$ cat src/rtl/mux_scan.sv
// Registered channel multiplexer with manual select and timed auto-scan.
// Hold freezes channel, dwell counter, FSM and registered outputs.
module mux_scan #(
  parameter int WIDTH    = 1,
  parameter int CHANNELS = 4,
  parameter int DWELL    = 4,
  localparam int SELW    = (CHANNELS > 1) ? $clog2(CHANNELS) : 1
) (
  input  logic                      clock,
  input  logic                      resetn,
  input  logic [CHANNELS*WIDTH-1:0] data_in,
  input  logic [SELW-1:0]           sel,
  input  logic                      mode,
  input  logic                      hold,
  output logic [WIDTH-1:0]          out_data,
  output logic [SELW-1:0]           out_ch,
  output logic                      out_valid,
  output logic                      sel_err
);

  localparam int CNTW = $clog2(DWELL + 1);
  localparam int NSLOT = 2 ** SELW;
  localparam logic [SELW:0]   CH_LIM   = (SELW + 1)'(CHANNELS);
  localparam logic [SELW-1:0] LAST_CH  = SELW'(CHANNELS - 1);
  localparam logic [CNTW-1:0] CNT_LOAD = CNTW'(DWELL - 1);

  typedef enum logic {MANUAL, SCAN} state_t;

  state_t            r_state;
  state_t            w_state_next;
  logic [SELW-1:0]   r_ch;
  logic [SELW-1:0]   w_ch_next;
  logic [SELW-1:0]   w_ch_inc;
  logic [CNTW-1:0]   r_cnt;
  logic [CNTW-1:0]   w_cnt_next;
  logic              r_sel_err;
  logic              w_sel_err_next;
  logic [WIDTH-1:0]  r_out_data;
  logic              r_out_valid;
  logic              w_sel_ok;
  logic [WIDTH-1:0]  w_chan [NSLOT];

  // Slots beyond CHANNELS read as zero so every select code has a defined source.
  generate
    for (genvar gi = 0; gi < NSLOT; gi++) begin : g_chan
      if (gi < CHANNELS) begin : g_real
        assign w_chan[gi] = data_in[gi*WIDTH +: WIDTH];
      end else begin : g_pad
        assign w_chan[gi] = '0;
      end
    end
  endgenerate

  assign w_sel_ok = ({1'b0, sel} < CH_LIM);
  assign w_ch_inc = (r_ch == LAST_CH) ? '0 : r_ch + SELW'(1);

  always_comb begin
    w_state_next   = r_state;
    w_ch_next      = r_ch;
    w_cnt_next     = r_cnt;
    w_sel_err_next = r_sel_err;
    if (!hold) begin
      if (mode) begin
        w_state_next = SCAN;
        if (r_state == MANUAL) begin
          // Entering scan keeps the current channel and starts a full dwell.
          w_cnt_next     = CNT_LOAD;
          w_sel_err_next = 1'b0;
        end else if (r_cnt == '0) begin
          w_ch_next  = w_ch_inc;
          w_cnt_next = CNT_LOAD;
        end else begin
          w_cnt_next = r_cnt - CNTW'(1);
        end
      end else begin
        w_state_next = MANUAL;
        if (w_sel_ok) begin
          w_ch_next      = sel;
          w_sel_err_next = 1'b0;
        end else begin
          w_sel_err_next = 1'b1;
        end
      end
    end
  end

  always_ff @(posedge clock or negedge resetn) begin
    if (!resetn) begin
      r_state     <= MANUAL;
      r_ch        <= '0;
      r_cnt       <= CNT_LOAD;
      r_sel_err   <= 1'b0;
      r_out_data  <= '0;
      r_out_valid <= 1'b0;
    end else begin
      r_out_valid <= 1'b1;
      r_state     <= w_state_next;
      r_ch        <= w_ch_next;
      r_cnt       <= w_cnt_next;
      r_sel_err   <= w_sel_err_next;
      if (!hold) begin
        r_out_data <= w_chan[w_ch_next];
      end
    end
  end

  assign out_data  = r_out_data;
  assign out_ch    = r_ch;
  assign out_valid = r_out_valid;
  assign sel_err   = r_sel_err;

endmodule
$ cat config.mk
export PLATFORM = sky130hd
export DESIGN_NAME = mux_scan
export DESIGN_NICKNAME = d
export VERILOG_FILES = /design/src/rtl/mux_scan.sv
export SDC_FILE = /design/constraint.sdc
export NUM_CORES = 1
export LEC_CHECK = 0
export BUFFER_PORTS_ARGS = -buffer_cell sky130_fd_sc_hd__buf_2
export CORE_AREA = 2 2 39 41
export DETAILED_ROUTE_END_ITERATION = 10
export DIE_AREA = 0 0 41 43
export GPL_ROUTABILITY_DRIVEN = 0
export PLACE_DENSITY = 0.65
export SLEW_MARGIN = 0
export SYNTH_ARGS = -nofsm -noshare
export SYNTH_HDL_FRONTEND = slang
export SYNTH_SLANG_ARGS = --single-unit
export TNS_END_PERCENT = 100
$ cat constraint.sdc
create_clock -name clock -period 2.3 [get_ports clock]
set_clock_uncertainty 0.05 [all_clocks]
set_input_delay 0.46 -clock clock [delete_from_list [all_inputs] [get_ports clock]]
set_output_delay 0.46 -clock clock [all_outputs]
set_load 0.005 [all_outputs]
==> results by group, run 1 <==
Detailed routing
  • DRC viols: 0
  • Number of search-and-repair iterations in the first detailed-routing pass: 4
  • Number of nets with antenna violations after detailed routing: 0
  • Routed wl met2: 408 um
  • Mean number of vias per cell: between 4 and 5
  • Amount of wire on met3 after detailed routing: 21 um
  • Drt total wl: roughly 840 um
  • Post-Route M1 WL: about 410 um
  • Total vias in the final route: 438
  • Max layer used: met3
  • Routed wire per std cell: 9.57 um
  • Number of DRC markers after the initial detailed-route iteration: 3

Outcome
  • Status: finished clean

Final layout
  • Leading cell types in the layout, fill and taps excluded: sky130_fd_sc_hd__buf_2 (13), sky130_fd_sc_hd__inv_1 (6), sky130_fd_sc_hd__dfrtp_1 (6)
  • Finished layout cell area: 643 um2
  • Utilization after layout: 46.5%
  • Most common cell after layout, fill and taps aside: sky130_fd_sc_hd__buf_2
  • Share of final-layout standard cells stronger than drive strength 1: 34.7%
  • Area Growth Syn to Fin: 17.1%
  • Antenna fix cells: 0
  • Net count reported at finish: 87

Floorplan
  • Die Y-Extent: 43 um
  • Effective utilization at floorplan: roughly 40%
  • Core footprint: 0.00138 mm2
  • Cell Rows: 14
  • Count of pins on the block boundary: 15
  • Floorplan die width: 41 um
  • Floorplan die area: 0.00176 mm2

GRT
  • Pin count of the biggest net entering global routing: 13
  • Overall fraction of global-route tracks in use: 12.2%
  • Total congestion overflow after global routing: 0
  • Antenna violations before repair: 0
  • Via count of the first global-routing pass: 391
  • First-pass GRT wire length: 1500 um

Worst setup path
  • Type of element launching the critical path: flip-flop
  • Crit path arrival time: between 2 and 2.5 ns
  • CP max-delay cell: sky130_fd_sc_hd__dfstp_2
  • Combined buffer and inverter count along the critical path: 1
  • Cell family with the largest share of critical-path delay: multiplexers
  • Worst Setup End Kind: flip-flop
  • Largest fanout on the critical path: 5
  • WP data required: 2.38 ns
  • Biggest cell delay along the critical path: 0.52 ns
  • Critical path start-end classification: reg -> reg
  • Ordered cell list for the critical path: inv_1 -> ha_1 -> nand3b_4 -> mux2i_1 -> and2_4 -> mux2_4 -> o31a_1

Place
  • Post-placement cell area: 611 um2
  • HPWL after DPL: 703 um
  • Buffers on Ports: 13
  • Setup slack at placement: 0.185 ns

CTS
  • Clock latency on the worst-skew pair: around 0.24 ns
  • Clock tree from TritonCTS: done
  • Number of buffers on the longest clock path: 2
  • Sink Count: 8
  • TritonCTS Buffers: 3
  • Number of H-tree levels: 1
  • Clock root buffer master: sky130_fd_sc_hd__clkbuf_4
  • Clock input transition at the sequential cells of the worst setup and hold paths: 0.05 ns
  • Gates resized, CTS repair: 0

Synthesis
  • Syn_nets: 71
  • Cell area after technology mapping: ~550 um2
  • Post-synthesis area per instance: 9.47 um2
  • Sequential share of the synthesized area: 36.9%
  • Number of unique standard cell types used by synthesis: 31
  • Post-synthesis register bit count: 8
  • Synth Instances: 58
  • Synth Warn #: 0

Power
  • Power share of the sequential group: approximately 46%
  • Clock power frac: 23.4%
  • Int Pwr: 0.303 mW
  • Share of total power in combinational logic: 30.8%
  • Max rail drop VDD: 370 uV
  • Leakage power: 0.352 nW
  • Net switching power figure: 0.127 mW
  • Power per cell area: 668 mW/mm2
  • Share of total power consumed by net switching: about 30%

Timing
  • Final setup violation count: 0
  • RSZ-0062 raised after global routing: no
  • Fmax: roughly 0.47 GHz
  • Post-route fraction of the period consumed by the critical path: 91.7%
  • Max-slew violation total from the final report: 0
  • Post-route minimum period: around 2.1 ns
  • Accumulated negative setup slack: 0 ns
  • Setup slack after layout: 0.191 ns
  • Final hold vios: 0

Job
  • Reported max-cap violation count: 0

Hold path
  • Class of the most critical hold timing path: reg -> reg
==> final timing paths <==
kind | from | end | slack [ns] | depth (start not counted)
setup reg to reg | r_cnt[0] | out_data | 0.19 | 7
hold / removal | r_cnt[1] | r_cnt[1] | 0.46 | 2
max in group asynchronous | resetn | r_cnt[1] | 1.44 | 2
min in group asynchronous | resetn | out_data | 0.53 | 2
setup / recovery | r_cnt[0] | out_data | 0.19 | 7
hold reg to reg | r_cnt[1] | r_cnt[1] | 0.46 | 2
==> layer usage <==
metal	track usage (%)	up-vias
met2	18.8	7
met1	16.1	202
met5	0	-
met4	4.00	0
li1	-	229
met3	3.14	0
==> flip-flops by register name, indices dropped and copies added (netlist names) <==
signal,cells
out_data,1
r_cnt,3
out_ch,2
out_valid,1
r_state,1
==> metrics by stage <==
stage	total power [mW]	instances	hold slack (ns)
after floorplan	0.295	58	0.114
after global placement	0.328	84	0.256
after detailed placement	0.331	84	0.258
after CTS	0.438	88	0.455
after global routing	0.467	88	0.476
final	0.430	88	0.456
==> tightest hold or removal path, stage by stage, from the launching register on <==
cell and delay, ns:
sky130_fd_sc_hd__dfstp_2 0.36, sky130_fd_sc_hd__nor2_1 0.09, sky130_fd_sc_hd__a31oi_1 0.05
==> cell usage after synthesis <==
library cell               instances  area (um2)
sky130_fd_sc_hd__conb_1            2        7.51
sky130_fd_sc_hd__nor3_2            1        10.0
sky130_fd_sc_hd__inv_1             6        22.5
sky130_fd_sc_hd__o21ai_1           1        5.00
sky130_fd_sc_hd__a211oi_1          1        7.51
sky130_fd_sc_hd__nand2b_1          1        6.26
sky130_fd_sc_hd__buf_6             1        11.3
sky130_fd_sc_hd__buf_2             1        5.00
sky130_fd_sc_hd__ha_1              3        37.5
sky130_fd_sc_hd__or4_1             1        7.51
sky130_fd_sc_hd__a21boi_0          1        7.51
sky130_fd_sc_hd__and2_4            1        8.76
sky130_fd_sc_hd__mux2_4            1        15.0
sky130_fd_sc_hd__buf_4             1        7.51
sky130_fd_sc_hd__dfstp_2           2        52.6
sky130_fd_sc_hd__a22o_1            1        8.76
sky130_fd_sc_hd__a21oi_1           5        25.0
sky130_fd_sc_hd__and3_1            1        6.26
sky130_fd_sc_hd__a31oi_1           1        6.26
sky130_fd_sc_hd__nand2_1           2        7.51
sky130_fd_sc_hd__nor3_1            1        5.00
sky130_fd_sc_hd__nand3_1           3        15.0
sky130_fd_sc_hd__nor3b_2           1        12.5
sky130_fd_sc_hd__a22oi_1           1        7.51
sky130_fd_sc_hd__nor2b_2           2        17.5
sky130_fd_sc_hd__mux2i_1           2        20.0
sky130_fd_sc_hd__nand3b_4          1        20.0
sky130_fd_sc_hd__o31a_1            1        8.76
sky130_fd_sc_hd__dfrtp_1           6         150
sky130_fd_sc_hd__a32oi_1           1        8.76
sky130_fd_sc_hd__nor2_1            5        18.8
==> layout make-up <==
cell class | count | area [um2]
Fill cell | 141 | 741
Multi-Input combinational cell | 41 | 300
Sequential cell | 8 | 203
Timing Repair Buffer | 14 | 75.1
Clock buffer | 3 | 22.5
Inverter | 6 | 22.5
Tap cell | 16 | 20.0
==> power groups by stage <==
stage          Sequential (mW)  Combinational, mW  Clock, mW
2_1_floorplan            0.196             0.0993          0
3_3_place_gp             0.198              0.130          0
5_1_grt                  0.202              0.152      0.114
3_5_place_dp             0.198              0.133          0
6_report                 0.197              0.132      0.100
4_1_cts                  0.196              0.135      0.106
==> kinds of logic after synthesis <==
kind of cell	Yosys count	share of synthesized area, %
multiplexers	3	6.38
AND/OR/NAND/NOR	20	24.6
adder cells (fa/ha/maj)	3	6.83
other	2	1.37
AO/OA/AOI/OAI	13	15.5
flip-flops	8	36.9
buffers and inverters	9	8.43
==> timing repair <==
action                                 CTS  global route
endpoints found under the hold margin    6             0
buffers inserted                         0             0
hold buffers                             1             0
Note: power is estimated with default switching activity, not from simulation.
==> run 2: changes to the inputs <==
RECOVER_POWER = 25   (was unset)
==> run 2 against run 1 <==
Effect of this change:
- core utilization down 0.090 points
- maximum frequency unchanged
- non-clock buffer count unchanged
- highest routed layer unchanged
- total power about the same
- clock power about the same
==> results by group, run 2 (synthesized netlist as in run 1, its figures left out) <==
Outcome
  • Status: finished clean

Job
  • Reported max-cap violation count: 0

Place
  • HPWL after DPL: approximately 700 um
  • Buffers on Ports: 13
  • Setup slack at placement: between 0.15 and 0.2 ns

Final layout
  • Net count reported at finish: 87
  • Most common cell after layout, fill and taps aside: sky130_fd_sc_hd__buf_2
  • Most flop-heavy register: r_cnt
  • Share of final-layout standard cells stronger than drive strength 1: 33.3%
  • Max reg flops: 3
  • Fill cells: about 140
  • Antenna fix cells: 0
  • Leading cell types in the layout, fill and taps excluded: sky130_fd_sc_hd__buf_2 (12), sky130_fd_sc_hd__inv_1 (6), sky130_fd_sc_hd__dfrtp_1 (6)
  • Area Growth Syn to Fin: 16.9%

Worst setup path
  • Reg2Reg Capture Point: out_data
  • Worst-case reg-to-reg path depth: 7
  • Critical path start-end classification: reg -> reg
  • Worst Setup End Kind: flip-flop
  • Crit path arrival time: 2.19 ns
  • Largest fanout on the critical path: 5
  • Type of element launching the critical path: flip-flop
  • Setup crit end: out_data
  • Crit path from: r_cnt[0]
  • Setup slack of the worst register-to-register path: 0.19 ns
  • WP data required: 2.38 ns
  • Reg-to-Reg Start: r_cnt[0]

CTS
  • Number of buffers on the longest clock path: 2
  • Clock latency on the worst-skew pair: 0.24 ns
  • Clock tree from TritonCTS: done
  • TritonCTS Buffers: 3
  • Clock input transition at the sequential cells of the worst setup and hold paths: 0.05 ns
  • Number of H-tree levels: 1
  • Sink Count: 8
  • Number of setup buffers added after CTS: 0
  • Clock root buffer master: sky130_fd_sc_hd__clkbuf_4

Timing
  • RSZ-0062 raised after global routing: no
  • Accumulated negative setup slack: 0 ns
  • Post-route fraction of the period consumed by the critical path: 91.7%
  • Final hold vios: 0
  • Post-route minimum period: 2.11 ns
  • Final setup violation count: 0
  • Fmax: 0.474 GHz
  • Setup slack after layout: 0.191 ns
  • Max-slew violation total from the final report: 0

Detailed routing
  • Routed wire per std cell: 9.56 um
  • Number of DRC markers after the initial detailed-route iteration: 3
  • Mean number of vias per cell: 4.98
  • Number of search-and-repair iterations in the first detailed-routing pass: 4
  • DRC viols: 0
  • Number of nets with antenna violations after detailed routing: 0
  • Drt total wl: ~840 um
  • Total vias in the final route: 438

Floorplan
  • Cell Rows: 14
  • Effective utilization at floorplan: 39.7%
  • Core footprint: 0.00138 mm2
  • Count of pins on the block boundary: 15
  • Floorplan die area: 0.00176 mm2
  • Floorplan die width: 41 um
  • Die Y-Extent: around 43 um

GRT
  • First-pass GRT wire length: 1500 um
  • Pin count of the biggest net entering global routing: 13
  • Antenna violations before repair: 0
  • Overall fraction of global-route tracks in use: 12.2%
  • Total congestion overflow after global routing: 0
  • Via count of the first global-routing pass: 391

Power
  • Pwr Total: roughly 0.43 mW
  • Max rail drop VDD: 370 uV
  • Leakage power: approximately 0.35 nW
  • Power per cell area: 669 mW/mm2

Hold path
  • Class of the most critical hold timing path: reg -> reg
==> run 2: cell count changes in the layout (fill, tap and decap cells not counted) <==
cell	delta
sky130_fd_sc_hd__buf_2	-1
sky130_fd_sc_hd__clkbuf_1	+1
==> run 2: metal layers <==
metal	vias to the layer above	global-route usage, %	routed length [um]
li1	229	-	-
met1	202	16.1	410
met2	7	18.8	408
met3	0	3.14	21
met4	0	4.00	0
met5	-	0	0
==> run 2: metrics by stage <==
step | hold slack [ns] | utilization [%] | cell area [um2] | instances
final | 0.456 | 46.4 | 642 | 88
after global routing | 0.476 | 46.4 | 642 | 88
after CTS | 0.455 | 46.5 | 643 | 88
after detailed placement | 0.258 | 44.1 | 611 | 84
after global placement | 0.256 | 44.1 | 611 | 84
after floorplan | 0.114 | - | 549 | 58
==> run 2: what timing repair did <==
item	in CTS	in global routing
endpoints found under the hold margin	6	0
hold buffers	1	0
gates resized for setup	0	0
==> run 2: final cells by class <==
class	count	area [um2]	share of cell area [%]
multi-input combinational	41	300	46.8
timing repair buffer	14	73.8	11.5
clock buffer	3	22.5	3.51
sequential	8	203	31.6
inverter	6	22.5	3.51
tap	16	20.0	3.12
==> run 2: where the power goes <==
group	leakage, nW	internal, mW	switching [mW]	total [mW]
Combinational	0.244	0.0711	0.0611	0.132
Sequential	0.0912	0.172	0.0247	0.197
Clock	0.0138	0.0593	0.0411	0.100
Total	0.349	0.303	0.127	0.430
==> run 2: worst max-delay path, stage by stage (launching register included) <==
cell                       delay, ns
sky130_fd_sc_hd__dfstp_2        0.52
sky130_fd_sc_hd__inv_1          0.06
sky130_fd_sc_hd__ha_1           0.25
sky130_fd_sc_hd__nand3b_4       0.11
sky130_fd_sc_hd__mux2i_1        0.28
sky130_fd_sc_hd__and2_4         0.20
sky130_fd_sc_hd__mux2_4         0.29
sky130_fd_sc_hd__o31a_1         0.23
==> run 2: worst min-delay path by stage <==
stage	slack (ns)	to	cells after the start	startpoint
3_5_place_dp	0.26	out_valid	1	resetn
3_3_place_gp	0.26	out_valid	1	resetn
2_1_floorplan	0.11	out_ch[0]	0	resetn
5_1_grt	0.48	out_ch[0]	3	sel[0]
6_report	0.46	r_cnt[1]	2	r_cnt[1]
4_1_cts	0.46	out_ch[0]	3	sel[0]
